`src/rtl/systolic_array_sequencer_pkg.sv`:
```
// systolic_array_sequencer_pkg: shared state encoding and sizing helpers for the sequencer
package systolic_array_sequencer_pkg;
   typedef enum logic [2:0] {IDLE, CLEAR, FEED, FLUSH, DRAIN} state_t;
   // Cycles for the last skewed operand to reach and settle in the corner PE
   function automatic int flush_cycles(input int dim);
      return 2 * dim - 1;
   endfunction
   function automatic int cnt_width(input int dim);
      return $clog2(2 * dim);
   endfunction
endpackage

```
`src/rtl/systolic_array_sequencer_valid_skew_line.sv`:
```
// valid_skew_line: triangular delay line, lane r carries i_valid delayed r cycles
//   clk, rst_n : clock, async active-low reset
//   i_valid    : undelayed valid (lane 0 passes it straight through)
//   o_lane     : per-lane skewed valids
module valid_skew_line
   import systolic_array_sequencer_pkg::*;
#(
   parameter int LANES = 4
) (
   input  logic             clk,
   input  logic             rst_n,
   input  logic             i_valid,
   output logic [LANES-1:0] o_lane
);
   // Lanes share one shift chain: tap r-1 is exactly r cycles old
   logic [LANES-2:0] r_tap;
   always_ff @(posedge clk or negedge rst_n)
      if (!rst_n) r_tap <= '0;
      else r_tap <= (LANES-1)'({r_tap, i_valid});
   assign o_lane = {r_tap, i_valid};
endmodule

```
`src/rtl/systolic_array_sequencer.sv`:
```
// systolic_array_sequencer: command/feed/flush/drain control for an ARRAY_DIM^2 MAC grid
//   clk, rst_n                     : clock, async active-low reset
//   i_cmd_valid/o_cmd_ready, i_cmd_k : matmul command with reduction length
//   i_in_valid/o_in_ready          : one operand step per fire
//   o_act_lane_valid/o_wgt_lane_valid : skewed edge valids
//   o_pe_rst, o_pe_shift           : broadcast clear / accumulator shift
//   i_drain_data -> o_out_data     : result beats, o_out_valid/i_out_ready handshake
//   o_done                         : pulse after last beat
module systolic_array_sequencer
   import systolic_array_sequencer_pkg::*;
#(
   parameter int ARRAY_DIM       = 4,
   parameter int DATA_WIDTH_BITS = 16,
   parameter int K_WIDTH         = 16
) (
   input  logic                                 clk,
   input  logic                                 rst_n,
   input  logic                                 i_cmd_valid,
   output logic                                 o_cmd_ready,
   input  logic [K_WIDTH-1:0]                   i_cmd_k,
   input  logic                                 i_in_valid,
   output logic                                 o_in_ready,
   output logic [ARRAY_DIM-1:0]                 o_act_lane_valid,
   output logic [ARRAY_DIM-1:0]                 o_wgt_lane_valid,
   output logic                                 o_pe_rst,
   output logic                                 o_pe_shift,
   input  logic [ARRAY_DIM*DATA_WIDTH_BITS-1:0] i_drain_data,
   output logic                                 o_out_valid,
   input  logic                                 i_out_ready,
   output logic [ARRAY_DIM*DATA_WIDTH_BITS-1:0] o_out_data,
   output logic                                 o_done
);
   localparam int FC = flush_cycles(ARRAY_DIM);
   localparam int CW = cnt_width(ARRAY_DIM);
   state_t             r_state, w_next;
   logic [K_WIDTH-1:0] r_k_rem;
   logic [CW-1:0]      r_cnt;
   logic               r_done, r_live;
   logic               w_fire, w_accept, w_last_beat, w_flush_end, w_cnt_inc;
   assign w_fire      = i_in_valid & o_in_ready;
   assign w_accept    = o_out_valid & i_out_ready;
   assign w_last_beat = r_cnt == CW'(ARRAY_DIM - 1);
   assign w_flush_end = r_cnt == CW'(FC - 1);
   assign w_cnt_inc   = (r_state == FLUSH) | w_accept;
   assign o_out_data  = i_drain_data;
   always_ff @(posedge clk or negedge rst_n)
      if (!rst_n) r_state <= IDLE;
      else r_state <= w_next;
   always_comb begin
      w_next = r_state;
      unique case (r_state)
         IDLE:    w_next = (i_cmd_valid & o_cmd_ready) ? CLEAR : IDLE;
         CLEAR:   w_next = (r_k_rem != '0) ? FEED : FLUSH;
         FEED:    w_next = (w_fire && r_k_rem == K_WIDTH'(1)) ? FLUSH : FEED;
         FLUSH:   w_next = w_flush_end ? DRAIN : FLUSH;
         DRAIN:   w_next = (w_accept & w_last_beat) ? IDLE : DRAIN;
         default: w_next = IDLE;
      endcase
   end
   // r_live holds cmd_ready low until the first clock after reset release
   always_comb begin
      o_cmd_ready = r_live & (r_state == IDLE);
      o_in_ready  = r_state == FEED;
      o_pe_rst    = r_state == CLEAR;
      o_out_valid = r_state == DRAIN;
      o_pe_shift  = (r_state == DRAIN) & i_out_ready;
      o_done      = r_done;
   end
   // r_cnt restarts on every state change, so it times FLUSH and counts DRAIN beats
   always_ff @(posedge clk or negedge rst_n)
      if (!rst_n) begin
         r_live  <= 1'b0;
         r_done  <= 1'b0;
         r_cnt   <= '0;
         r_k_rem <= '0;
      end else begin
         r_live  <= 1'b1;
         r_done  <= w_accept & w_last_beat;
         r_cnt   <= (w_next != r_state) ? '0 : r_cnt + CW'(w_cnt_inc);
         if (r_state == IDLE && i_cmd_valid && o_cmd_ready) r_k_rem <= i_cmd_k;
         else if (w_fire) r_k_rem <= r_k_rem - K_WIDTH'(1);
      end
   valid_skew_line #(.LANES(ARRAY_DIM)) u_act_skew (
      .clk(clk), .rst_n(rst_n), .i_valid(w_fire), .o_lane(o_act_lane_valid)
   );
   valid_skew_line #(.LANES(ARRAY_DIM)) u_wgt_skew (
      .clk(clk), .rst_n(rst_n), .i_valid(w_fire), .o_lane(o_wgt_lane_valid)
   );
endmodule
```
`config.mk`:
```
export PLATFORM = sky130hd
export DESIGN_NAME = systolic_array_sequencer
export DESIGN_NICKNAME = d
export VERILOG_FILES = /design/src/rtl/systolic_array_sequencer_pkg.sv /design/src/rtl/systolic_array_sequencer_valid_skew_line.sv /design/src/rtl/systolic_array_sequencer.sv
export SDC_FILE = /design/constraint.sdc
export NUM_CORES = 1
export LEC_CHECK = 0
export BUFFER_PORTS_ARGS = -buffer_cell sky130_fd_sc_hd__buf_4
export CORE_AREA = 2 2 89 91
export DETAILED_ROUTE_END_ITERATION = 10
export DIE_AREA = 0 0 91 93
export HOLD_SLACK_MARGIN = 0.12
export REMOVE_ABC_BUFFERS = 1
export SLEW_MARGIN = 0
export SYNTH_ARGS = -nofsm -noshare
export SYNTH_HDL_FRONTEND = slang
export SYNTH_HIERARCHICAL = 1
export SYNTH_SLANG_ARGS = --single-unit
```
`constraint.sdc`:
```
create_clock -name clk -period 3.5 [get_ports clk]
set_input_delay 0.525 -clock clk [delete_from_list [all_inputs] [get_ports clk]]
set_output_delay 0.525 -clock clk [all_outputs]
set_load 0.01 [all_outputs]
```
==> impl_results.md <==
* Status: complete, no violations
* Final wirelength at ~9000 µm
* Via count at 1,488
* # setup viols final at 0
* Post-route insts no fill at 292
* Post-CTS Resized at 0
* Switching share of power at 33.8%
* Worst setup SP type: flop
* Clock skew at 6.94 ps
* Die Y at 93 µm
* Number of enable flip-flop cells after synthesis at 0
* IO Port Bufs at 34
* Cells after synthesis at 222
* Top-area cell type share of the netlist area at 36.9%
* DR DRC count at 0
* Count leader, synth: buf_4
* Initial antenna violation count at 0
* Post-Syn Area at 0.00204 mm²
* Largest fanout on the critical path at 7
* Critical path buffer and inverter count at 0
* CTS Buffer Depth at 2
* Critical path required time at 3650 ps
* Yosys top cell by area: dfrtp_1
* Layout cells sized above 1 at 24.2%
* Antenna Violating Nets Remaining at 0
* Family with the most delay on the worst path: simple AND/OR/NAND/NOR gates
* Main synth FF type: dfrtp_1
* Worst-Skew Late Latency at between 200 and 300 ps
* Hold buffer count at cts at 0
* Fin util at 27.0%
* Total Nets Final at 279
* Switch Pwr at 527 µW
* CP max-delay cell: or4_1
* RSZ-0062 raised after global routing: no
* TritonCTS buffer count at 5
* Crit path time final at 2260 ps
* Flop pwr share at 40.2%
* Met1 wire length at approximately 2800 µm
* I/O pin count at roughly 160
* Peak VDD IR at 0.215 mV
* Initial core utilization at 27.1%
* Clock power share at 28.4%
* Router iterations before antenna repair at 5
* CP Capture Type: flop
* H-tree depth at 2
* Yosys cell types at 43
* Fmax at approximately 440 MHz
* Flops & latches, synth at 30
* Share of the yosys chip area belonging to registers at 36.9%
* Relative slew slack at 52.4%
* Vias in the first global route at 1,475
* Crit path kind: reg2reg
* Rows at 32
* Placer Congestion at 0.848
* CP Cell Sequence: or4_1, or4_4, nor4_2, o21ai_1
* Max-Cap Viols at 0
* First-pass GRT wire length at 11,800 µm
* Core area at approximately 0.0075 mm²
* Die area at between 0.008 and 0.009 mm²
* Endpoints failing hold at 0
* Vias per cell at 5.10
* DR WL met3 at 2500 µm
* Post-CTS Setup Inserts at 0
* Die Wd at 91 µm
* Iter 0 DRT Violations at 60
* Largest net degree at the start of global routing at 31
* Wire per inst at 30.1 µm
* Tcrit/Tclk final at about two thirds
* PwrDens at 766 mW/mm²
* CTS root buffer: clkbuf_8
* Syn avg cell area at ~9 µm²
* Arr. time, crit path at 2420 ps
* Commonest cells post-synth: 66 x buf_4, 30 x dfrtp_1, 20 x nand2_1
* Area grow syn2layout at -0.123%
* Ys async rst share at 100%
* Hold slack final at 161 ps
* Final Max Slew Viols at 0
* Yosys Warn Count at 6
* Power share of the combinational group at about a third
* Synth area leaders: dfrtp_1 37%, buf_4 24%, nand2_1 3.7%
* Grt ovf at 0
* N_diodes at 0
* TritonCTS sink count at 30
* Routed length on met2 at 3250 µm
* Worst path max stage delay at 640 ps
* Post-DP HPWL at roughly 7400 µm
* DR top layer: met5
* Static leakage at 0.861 nW
* Placed insts at ~280
* CTS tree: done
* Setup TNS at 0 ps
* Clock Pin Slew Worst Setup and Hold Paths at 70 ps
* Worst hold path type: in2async
* Pint at slightly above 1 mW
* Gr usage total at 20.7%
* Worst-Margin Slew at 714 ps
## power by group through the flow
stage	Clock, mW	Combinational [mW]	Sequential, mW
2_1_floorplan	0	0.311	0.610
3_3_place_gp	0	0.483	0.625
3_5_place_dp	0	0.491	0.631
4_1_cts	0.450	0.495	0.625
5_1_grt	0.462	0.551	0.652
6_report	0.443	0.489	0.627
## layout make-up
type	instances	area (µm²)
multi-input combinational	114	743
sequential	30	751
clock buffer	6	82.6
clock inverter	2	60.1
inverter	4	15.0
timing repair buffer	34	255
fill	822	5490
tap	102	128
## logic make-up (layout without fill, tap and decap cells)
group,Yosys count,in the layout,share of synthesized area (%)
buffers and inverters,78,46,26.7
DFF,30,30,36.9
other,1,1,0.184
AOI/OAI and AO/OA,30,30,10.8
xor gates and xnor gates,2,2,0.860
and+or+nand+nor,76,76,21.6
adders and majority gates,5,5,3.07
## flip-flops by register name (all words and copies together) (netlist names)
name	flops
r_state	3
o_done	1
r_live	1
u_wgt_skew/r_tap	3
r_cnt	3
r_k_rem	16
u_act_skew/r_tap	3
## final timing paths
path,slack [ps],from,end,cells past startpoint
setup / recovery,1240,r_k_rem[10],r_cnt[1],4
hold reg to reg,380,u_wgt_skew/r_tap[1],u_wgt_skew/r_tap[2],0
hold / removal,160,rst_n,o_done,1
max in group asynchronous,3050,rst_n,r_k_rem[6],1
setup reg to reg,1240,r_k_rem[10],r_cnt[1],4
min in group clk,380,u_wgt_skew/r_tap[1],u_wgt_skew/r_tap[2],0
## through the flow
step,total power [mW],cell area [µm²],setup WS (ps)
global route,1.67,2030,978
global placement,1.11,1890,1220
finish,1.56,2030,1240
CTS,1.57,2030,1230
floorplan,0.921,1510,1360
detailed placement,1.12,1890,1250
## per-layer routing
metal | up-vias | global-route usage [%]
li1 | 647 | -
met1 | 681 | 19.7
met2 | 147 | 25.6
met3 | 9 | 27.6
met4 | 4 | 3.79
met5 | - | 13.5
## placed cells by master, fill, tap and decap left out, drive strengths merged, types with 2 or more instances in the layout
cell	count
a31oi	3
inv	4
and2	2
a221o	2
nand3b	5
o211ai	9
o311ai	4
nor3	4
or4	8
clkbuf	6
nor3b	2
nand2	20
bufinv	2
dfrtp	30
ha	5
nand4b	3
nand3	7
nor2	11
o21ai	6
or3	6
buf	34
(Power assumes the default switching activity.)
